===== src/rtl/shift_issue.sv =====
// Operand issue stage for the 32-bit barrel shifter: 2-deep skid FIFO that
// pre-reverses right shifts and pre-inverts negative arithmetic shifts.
module shift_issue (
   input  logic        clk,
   input  logic        rst,
   input  logic        in_valid,
   output logic        in_ready,
   input  logic [31:0] in_data,
   input  logic [4:0]  in_amt,
   input  logic [1:0]  in_op,
   output logic        out_valid,
   input  logic        out_ready,
   output logic [31:0] out_data,
   output logic [4:0]  out_sel,
   output logic        out_rev,
   output logic        out_inv,
   output logic        err,
   output logic [15:0] issue_cnt
);

   typedef enum logic [1:0] {
      EMPTY = 2'd0,
      ONE   = 2'd1,
      FULL  = 2'd2
   } state_t;

   state_t      r_state;
   state_t      w_next;
   logic        r_rd;
   logic        r_wr;
   logic [31:0] r_data [2];
   logic [4:0]  r_sel  [2];
   logic        r_rev  [2];
   logic        r_inv  [2];
   logic        r_err;
   logic [15:0] r_cnt;

   logic        w_push;
   logic        w_pop;
   logic        w_neg;
   logic [31:0] w_x;
   logic [31:0] w_xrev;
   logic [31:0] w_data;
   logic [4:0]  w_sel;
   logic        w_rev;
   logic        w_inv;
   logic        w_ill;

   assign in_ready  = (r_state != FULL) & ~rst;
   assign out_valid = (r_state != EMPTY);
   assign w_push    = in_valid & in_ready;
   assign w_pop     = out_valid & out_ready;

   assign out_data  = r_data[r_rd];
   assign out_sel   = r_sel[r_rd];
   assign out_rev   = r_rev[r_rd];
   assign out_inv   = r_inv[r_rd];
   assign err       = r_err;
   assign issue_cnt = r_cnt;

   // Inverting a negative SRA operand makes the zero-fill shift act as sign-fill.
   assign w_neg = (in_op == 2'b10) & in_data[31];
   assign w_x   = in_data ^ {32{w_neg}};
   assign w_ill = (in_op == 2'b11);

   always_comb begin
      w_xrev = '0;
      for (int i = 0; i < 32; i++) begin
         w_xrev[i] = w_x[31-i];
      end
   end

   always_comb begin
      w_data = in_data;
      w_sel  = in_amt;
      w_rev  = 1'b0;
      w_inv  = 1'b0;
      unique case (in_op)
         2'b00: begin
            w_data = in_data;
         end
         2'b01, 2'b10: begin
            w_data = w_xrev;
            w_rev  = 1'b1;
            w_inv  = w_neg;
         end
         2'b11: begin
            w_sel = 5'd0;
         end
         default: begin
            w_data = in_data;
         end
      endcase
   end

   always_comb begin
      w_next = r_state;
      unique case (r_state)
         EMPTY: if (w_push) w_next = ONE;
         ONE: begin
            if (w_push & ~w_pop)
               w_next = FULL;
            else if (w_pop & ~w_push)
               w_next = EMPTY;
         end
         FULL: if (w_pop) w_next = ONE;
         default: w_next = EMPTY;
      endcase
   end

   always_ff @(posedge clk) begin
      if (rst) begin
         r_state <= EMPTY;
         r_rd    <= 1'b0;
         r_wr    <= 1'b0;
         r_err   <= 1'b0;
         r_cnt   <= 16'd0;
         for (int i = 0; i < 2; i++) begin
            r_data[i] <= 32'd0;
            r_sel[i]  <= 5'd0;
            r_rev[i]  <= 1'b0;
            r_inv[i]  <= 1'b0;
         end
      end else begin
         r_state <= w_next;
         if (w_push) begin
            r_data[r_wr] <= w_data;
            r_sel[r_wr]  <= w_sel;
            r_rev[r_wr]  <= w_rev;
            r_inv[r_wr]  <= w_inv;
            r_wr         <= ~r_wr;
            if (w_ill)
               r_err <= 1'b1;
         end
         if (w_pop) begin
            r_rd  <= ~r_rd;
            r_cnt <= r_cnt + 16'd1;
         end
      end
   end

endmodule


===== config.mk =====
export PLATFORM = sky130hd
export DESIGN_NAME = shift_issue
export DESIGN_NICKNAME = d
export VERILOG_FILES = /design/src/rtl/shift_issue.sv
export SDC_FILE = /design/constraint.sdc
export NUM_CORES = 1
export LEC_CHECK = 0
export BUFFER_PORTS_ARGS = -buffer_cell sky130_fd_sc_hd__buf_2
export CORE_MARGIN = 4
export CORE_UTILIZATION = 40
export CTS_CLUSTER_SIZE = 28
export DETAILED_ROUTE_END_ITERATION = 6
export HOLD_SLACK_MARGIN = 0.05
export MAX_ROUTING_LAYER = met4
export PLACE_DENSITY = 0.67
export SYNTH_ARGS = -nofsm -noshare
export SYNTH_HDL_FRONTEND = slang
export SYNTH_SLANG_ARGS = --single-unit

===== constraint.sdc =====
create_clock -name clk -period 3.23 [get_ports clk]
set_input_delay 0 -clock clk [delete_from_list [all_inputs] [get_ports clk]]
set_output_delay 0 -clock clk [all_outputs]
set_load 0.005 [all_outputs]

## After elaboration in Yosys (flattened, before gate mapping)

Memory sizes are Yosys's and may differ from the RTL's. A register that Yosys moved wholly into a read port is not among the register bits.
Cells that the tools add are included.

| storage, ports and cells | value |
|---|---|
| word-level logic and storage cells | 74 |
| bits in registers | 21 |
| bits in writable memories | 78 |
| output and inout bits | 58 |
| memories | 4 |
| input port bits | 43 |

| cells by class | value |
|---|---|
| reductions and logical operators | 9 |
| add/subtract/negate cells | 1 |
| bitwise logic cells | 12 |
| equality and inequality tests | 9 |
| muxes and demuxes | 34 |

Memories:

| memory | depth | width | read ports | clocked after Yosys merged registers in | write ports | line | source |
|---|---|---|---|---|---|---|---|
| r_data | 2 | 32 | 1 | 1 | 2 | 31 | `logic [31:0] r_data [2];` |
| r_sel | 2 | 5 | 1 | 1 | 2 | 32 | `logic [4:0] r_sel [2];` |
| r_inv | 2 | 1 | 1 | 1 | 2 | 34 | `logic r_inv [2];` |
| r_rev | 2 | 1 | 1 | 1 | 2 | 33 | `logic r_rev [2];` |

Operator list:

| operator | count |
|---|---|
| two-way mux 32 bit | 2 |
| OR reduction 32 bit | 1 |
| bitwise XOR 32 bit | 1 |
| two-way mux 1 bit | 25 |
| adder 16 x 1 -> 16 bit (second input constant) | 1 |
| two-way mux 5 bit | 2 |
| two-way mux 2 bit | 4 |
| bitwise AND 1 bit | 6 |
| == test 2 bit (second input constant) | 3 |
| != test 2 bit (second input constant) | 3 |
| one-hot mux 2 bit (3 select lines) | 1 |
| NOT 1 bit | 5 |
| OR reduction 5 bit | 1 |
| == test 2 x 1 -> 1 bit (second input constant) | 2 |
| != test 3 bit (second input constant) | 1 |
| AND reduction 3 bit | 1 |
| zero test 2 bit | 1 |
| AND reduction 2 bit | 1 |
| nonzero test 2 bit | 1 |
| OR reduction 1 bit | 2 |
| OR reduction 2 bit | 1 |

## Longest topological paths before layout

Gate-level depths: netlist (run 1).

| logic depth | value |
|---|---|
| depth after elaboration | 8 |
| mapped depth | 7 |
| mapped depth without buffers | 6 |

## Worst setup path after synthesis (run 1)

Ideal clock, no wire load.

| timing | value |
|---|---|
| path type | register to register |
| from | reg r_state[1] |
| to | mem r_data[1][0] (enable) |
| arrival time | 2,108 ps |
| setup time | 402 ps |
| path buffers | 2 |
| data required time | 2,828 ps |
| path slack | 720 ps |
| stages on the path, launching flop included | 7 |
| period minus slack after synthesis | 2,510 ps |
| cell sequence | dfxtp_1 -> buf_2 -> nor2b_1 -> nor3b_2 -> nand2_1 -> clkbuf_1 -> nand2b_1 |

RTL lines:

| element | line | source |
|---|---|---|
| start, declared | 27 | `state_t r_state;` |
| start signal, assigned | 125 | `r_state <= w_next;` |
| end, declared | 31 |  |

==> results.json, run 1 <==
{
  "reg2reg_slack_ps": 1080,
  "place.detailed.instances": 631,
  "finalWeightedCongestion": 0.8068,
  "finished_layout_cell_area_um2": 6067,
  "yosys.area.top_type_share_pct": 48.55,
  "maxSlewHeadroom_pct": 32.33,
  "finalHoldViolCount": 0,
  "run_status": "finished, final reports clean",
  "synth-edff-count": 78,
  "min-delay-path-class": "in2reg",
  "timing_worst_slew_pin_value_ps": 1012,
  "worst_setup_path_start_kind": "register",
  "cpPeakStageDelay_ps": 490,
  "power_frac_clock_pct": 37.7,
  "yosys_warnings": 0,
  "number_of_global_route_vias_before_repair": 3524,
  "max_freq_mhz": 466.0,
  "detailedPlacementHpwl_um": 6837,
  "fin_cells": 676,
  "number_of_maximum_capacitance_violations": 0,
  "postSynthRegisterBits": 100,
  "placedInstanceArea_um2": 5453,
  "die_height_um": 117.8,
  "grt_util_all_layers_pct": 15.73,
  "critPathKind": "reg2reg",
  "crit_fanout": 23,
  "power_report.internal_total_mw": 2.360,
  "floorplan.die_area_um2": 13880,
  "ir_drop_mv": 0.2272,
  "grt_max_degree": 41,
  "timing.final.crit_period_ps": 2146,
  "dr_total_vias": 3400,
  "yosys.cell_count.top_type": "nor2_1",
  "synth_async_sr_flop_share_pct": 0,
  "maximum_level_of_the_cts_h_tree": 3,
  "finalNetCount": 575,
  "design.portCount": 101,
  "cts_sinks": 100,
  "post-cts-setup-buffers": 0,
  "final_min_period_over_clock_period_pct": 66.44,
  "synth.largest_area_cell": "edfxtp_1",
  "path_common_cell": "nand2b_2",
  "tritoncts": "done",
  "yosys.cell_types.count": 37,
  "dominantRegCellSynth": "edfxtp_1",
  "power.density_cell_area_nw_per_um2": 507.0,
  "number_of_setup_violations_in_the_final_report": 0,
  "worst-endpoint-arrival_ps": 2180,
  "area_growth_pct": 25.75,
  "seqPwrFrac_pct": 48.8,
  "worst-endpoint-required_ps": 3270,
  "syn_nets": 454,
  "power.share.switching_pct": 23.28,
  "synth_area_um2": 4825,
  "post_synth_inst_count": 407,
  "worstSetupEndpointType": "register",
  "initial_core_util_pct": 41.54,
  "netlist_top_cells_area": "edfxtp_1 49%, dfxtp_1 9.1%, mux2_2 9.1%",
  "wire_length_of_the_first_global_routing_pass_um": 17270,
  "ys_seq_area_share_pct": 57.68,
  "power.share.combinational_pct": 13.5,
  "clock_latency_at_the_later_pin_of_the_worst_skew_pair_ps": 330,
  "grt_setup_unrepaired": "no",
  "first_pass_iters": 4,
  "synthTopCellsByCount": "94 x nor2_1, 78 x edfxtp_1, 39 x mux2_2",
  "routed_wirelength_um": 10460,
  "design_power_total_mw": 3.076,
  "route.detailed.wl_per_inst_um": 15.47,
  "leakage_power_total_nw": 2.529,
  "cts_inserted_buffers": 9,
  "clkSlewWorstSetupHoldPaths_ps": 70,
  "clock_path_buffers": 2,
  "path_delay_family": "simple AND/OR/NAND/NOR gates",
  "global_route.overflow_total": 0,
  "grt_antenna_before_repair": 0,
  "avg_inst_size_synth_um2": 11.85,
  "cts.root.buffer_cell": "clkbuf_16",
  "final_max_slew_viol_count": 0,
  "crit_slowest_cell": "nand2b_2",
  "placementRows": 39,
  "cp.buffers_inverters": 1,
  "insertedDiodeCount": 0,
  "clock-skew-final_ps": 10.74,
  "crit_chain": "nor2b_1, nor3b_2, nand2b_2, nand2b_2, buf_4",
  "setup_total_negative_slack_ps": 0,
  "final_layout_size_suffix_gt1_share_pct": 31.71,
  "core_area_um2": 11610,
  "avgViaCountPerCell": 5.030,
  "power.net_switching_mw": 0.7162,
  "buffer_ports.inserted": 100,
  "die-width_um": 117.8,
  "drt-initial-drc-count": 165,
  "drc": 0,
  "antenna_left": 0
}
## path summary, 6_finish.rpt
path          startpoint             to  depth (start not counted)
max           r_state[0]       r_rev[0]                          5
min reg2reg          err            err                          2
min          in_data[21]  r_data[0][21]                          3
max reg2reg   r_state[0]       r_rev[0]                          5
## metrics by stage
stage	setup WS, ps	util [%]	hold slack [ps]
2_1_floorplan	719.7	-	178.2
3_3_place_gp	1174	46.95	326.9
3_5_place_dp	1058	46.95	335.0
4_1_cts	1052	52.24	51.53
5_1_grt	959.7	52.24	68.42
6_report	1084	52.24	55.66
## cell type report
cell class / instances / area (µm²)
inverter: 8 / 30.03
timing repair buffer: 134 / 828.3
clock buffer: 9 / 225.2
clock inverter: 7 / 98.84
multi-input combinational: 275 / 1922
tap: 143 / 178.9
sequential: 100 / 2784
fill: 1031 / 5547
## state kept, by name (all words and copies together), names as in the netlist, named ones only
register	count
err	1
r_rd	1
r_inv	2
r_data	64
r_state	2
issue_cnt	16
r_rev	2
r_sel	10
r_wr	1
## cell families after synthesis
kind of cell               after synthesis  synth area share (%)
muxes                                   71                 15.77
and+or+nand+nor                        140                 12.94
AOI/OAI and AO/OA                       19                 2.438
DFF                                    100                 57.68
buffers and inverters                   32                 2.697
adders and majority gates                4                 1.037
xor gates and xnor gates                41                 7.443
## worst reg2reg max path: cells and delay by family (launching register included)
family	cells	cell delay (ps)
buffers and inverters	1	330
flip-flops	1	450
AND/OR/NAND/NOR	4	1060
## power groups by stage
stage                     logic, mW  registers, mW  clock network [mW]
final                         0.417           1.50                1.16
after global routing          0.459           1.51                1.24
after floorplan               0.259           1.51                   0
after global placement        0.387           1.53                   0
after CTS                     0.423           1.50                1.18
after detailed placement      0.394           1.53                   0
## placed cells by master (no fill, tap or decap), types with 3 or more instances in the layout
cell type	count
xor2_1	8
dlygate4sd3_1	29
dfxtp_1	21
nand2_1	8
buf_4	5
nand3_1	6
clkbuf_16	9
edfxtp_1	78
or3_1	3
nand4_1	4
ha_1	4
nor2_1	94
a21oi_1	9
inv_1	6
xnor2_1	33
buf_2	100
nand2b_1	6
mux2i_1	31
mux2_2	39
nand2b_2	3
o21ai_0	4
## timing repair
| action | 4_1_cts | 5_1_grt |
|---|---|---|
| gates resized for setup | 0 | 0 |
| hold buffers | 29 | 0 |
| hold endpoints to repair | 47 | 0 |
## layer usage
layer	routed length (µm)	share of wire [%]	track usage, %
met2	5342	51	26.88
met3	600	5.7	4.133
met4	60	0.57	3.077
met1	4458	43	18.95
met5	0	0	-
(Power assumes the default switching activity.)
==> run 2: changes to the inputs <==
--- a/config.mk
+++ b/config.mk
@@ -5,6 +5,7 @@
 export SDC_FILE = /design/constraint.sdc
 export NUM_CORES = 1
 export LEC_CHECK = 0
+export ABC_AREA = 1
 export BUFFER_PORTS_ARGS = -buffer_cell sky130_fd_sc_hd__buf_2
 export CORE_MARGIN = 4
 export CORE_UTILIZATION = 40
==> constraint.sdc (replaced) <==
create_clock -name clk -period 2.21 [get_ports clk]
set_input_delay 0 -clock clk [delete_from_list [all_inputs] [get_ports clk]]
set_output_delay 0 -clock clk [all_outputs]
set_load 0.005 [all_outputs]
==> run 2 against run 1 <==
Compared with the run above:
- synthesized cell count up 28%
- total power grew 69%
- combinational power rose to 2.8 times the previous value
- cell count rose by 17%
- clock-buffer cell count is the same
- sequential power up 53%
- critical path type is now reg2out
==> results.json, run 2 <==
{
  "run_status": "finished, final reports clean",
  "netlist_top_cells_area": "edfxtp_1 47%, dfxtp_1 8.8%, mux2_2 8.8%",
  "post_synth_inst_count": 520,
  "final_max_slew_viol_count": 0,
  "final_layout_size_suffix_gt1_share_pct": 28.85,
  "cts_inserted_buffers": 9,
  "cts.root.buffer_cell": "clkbuf_16",
  "ff2ff_path_depth": 6,
  "power.share.combinational_pct": 22.0,
  "syn_nets": 567,
  "worst-endpoint-arrival_ps": 1720,
  "ir_drop_mv": 0.4096,
  "grt_use_met1_pct": 19.88,
  "synthTopCellsByCount": "99 x nor2_1, 84 x nand2_1, 78 x edfxtp_1",
  "number_of_global_route_vias_before_repair": 3961,
  "design.portCount": 101,
  "post_cts_resized": 0,
  "clock_latency_at_the_later_pin_of_the_worst_skew_pair_ps": 350,
  "multi_input_area_um2": 1917,
  "clkSlewWorstSetupHoldPaths_ps": 70,
  "power_frac_clock_pct": 33.8,
  "grt_most_used_layer": "met2",
  "worstSetupEndpointType": "output pin",
  "maximum_level_of_the_cts_h_tree": 3,
  "cts_sinks": 100,
  "largest-register": "r_data",
  "routed_wirelength_um": 11520,
  "die-width_um": 119.8,
  "min-delay-path-class": "in2reg",
  "hp-start": "in_amt[3]",
  "worst-endpoint-required_ps": 2210,
  "synth-edff-count": 78,
  "dr_total_vias": 3947,
  "area_growth_pct": 21.38,
  "timing_worst_slew_pin_value_ps": 570.9,
  "grt_max_degree": 66,
  "clock-skew-final_ps": 7.365,
  "mostFrequentLayoutCell": "buf_2",
  "clock_path_buffers": 2,
  "power.density_cell_area_nw_per_um2": 856.0,
  "power.share.switching_pct": 26.51,
  "yosys_warnings": 0,
  "die_height_um": 119.8,
  "drt-initial-drc-count": 222,
  "tritoncts": "done",
  "place_ws_ps": 588.5,
  "first_pass_iters": 5,
  "insertedDiodeCount": 0,
  "avgViaCountPerCell": 4.984,
  "fin_cells": 792,
  "wire_length_of_the_first_global_routing_pass_um": 18770,
  "setup_total_negative_slack_ps": 0,
  "crit-reg2reg-capture": "r_data[0][9]",
  "yosys.cell_count.top_type": "nor2_1",
  "drc": 0,
  "reg2reg_slack_ps": 570,
  "synth.largest_area_cell": "edfxtp_1",
  "worst_setup_path_start_kind": "register",
  "place.detailed.instances": 771,
  "number_of_setup_violations_in_the_final_report": 0,
  "finalWeightedCongestion": 0.8456,
  "grt_use_met3_pct": 3.157,
  "max_freq_mhz": 582.5,
  "synth_async_sr_flop_share_pct": 0,
  "maxSlewHeadroom_pct": 61.94,
  "buffer_ports.inserted": 100,
  "layout_setup_ws_ps": 493.2,
  "final_min_period_over_clock_period_pct": 77.68,
  "finalHoldViolCount": 0,
  "worst_hold_path.num_cells": 3,
  "global_route.overflow_total": 0,
  "reg2reg_from": "r_state[1]",
  "core_area_um2": 12110,
  "grt_met2_usage_pct": 28.00,
  "grt_antenna_before_repair": 0,
  "yosys.cell_types.count": 32,
  "most-common-layout-cells": "100 x buf_2, 99 x nor2_1, 82 x nand2_1",
  "detailedPlacementHpwl_um": 7766,
  "floorplan.die_area_um2": 14360,
  "register_cell_area_after_layout_um2": 2784,
  "power.net_switching_mw": 1.378,
  "avg_inst_size_synth_um2": 9.622,
  "initial_core_util_pct": 41.31,
  "yosys.area.top_type_share_pct": 46.81,
  "critPathKind": "reg2out",
  "grt_util_all_layers_pct": 16.88,
  "seqPwrFrac_pct": 44.2,
  "route.detailed.wl_per_inst_um": 14.55,
  "leakage_power_total_nw": 2.550,
  "crit_fanout": 39,
  "filler_cell_count": 1153,
  "power_report.internal_total_mw": 3.820,
  "number_of_flip_flops_under_the_largest_register_name": 64,
  "number_of_maximum_capacitance_violations": 0,
  "placementRows": 40,
  "post-cts-setup-buffers": 0,
  "postSynthRegisterBits": 100,
  "finalNetCount": 667,
  "timing.final.crit_period_ps": 1717,
  "dominantRegCellSynth": "edfxtp_1",
  "grt_setup_unrepaired": "no",
  "whs_endpoint": "r_sel[1][3]",
  "antenna_left": 0,
  "ys_seq_area_share_pct": 55.61,
  "synth_area_um2": 5004
}
run 2: worst max-delay path: stages (launching register included):
cell and delay, ps:
dfxtp_2 310, buf_4 460, mux2_2 440, buf_2 140
run 2: cell type report:
type	count	share of cell area (%)
sequential	100	45.84
multi-input combinational	349	31.56
timing repair buffer	114	10.84
clock buffer	9	3.708
tap	168	3.461
inverter	46	2.884
clock inverter	6	1.710
run 2: what timing repair did:
item                                    CTS  global route
hold buffers                              6             0
endpoints found under the setup margin    0             0
endpoints found under the hold margin    13             0
run 2: logic make-up after synthesis:
group | synth area share, %
simple gates | 18.18
flops | 55.61
compound gates | 7.402
buf+inv | 6.227
mux | 8.777
xor+xnor | 2.801
fa+ha+maj | 1.000
run 2: power groups by stage:
stage,sequential [mW],clock (mW),combinational (mW)
5_1_grt,2.32,1.86,1.28
3_3_place_gp,2.33,0,1.12
2_1_floorplan,2.33,0,0.727
4_1_cts,2.30,1.80,1.17
3_5_place_dp,2.34,0,1.15
6_report,2.30,1.76,1.15
run 2: worst max-delay path by stage:
| stage | from | end | slack (ps) | depth (start not counted) |
|---|---|---|---|---|
| after floorplan | r_state[0] | r_data[0][0] | 40 | 7 |
| after global placement | in_op[0] | r_data[1][20] | 630 | 9 |
| after detailed placement | r_state[0] | r_state[1] | 590 | 8 |
| after CTS | register | out_data[23] | 480 | 3 |
| after global routing | rst | r_state[1] | 340 | 12 |
| final | register | out_data[23] | 490 | 3 |
run 2: metrics by stage:
stage	total power [mW]	util, %	hold slack (ps)	instance area (µm²)
after floorplan	3.053	-	27.65	5004
after global placement	3.450	46.93	260.2	5684
after detailed placement	3.490	46.93	266.5	5684
after CTS	5.268	50.14	59.23	6073
after global routing	5.455	50.14	92.61	6073
final	5.199	50.14	74.65	6073
run 2: per-layer routing:
layer  up-vias  wire [µm]
met1      1896       5036
li1       1935          -
met4         0        319
met5         -          0
met3        21        532
met2        95       5632
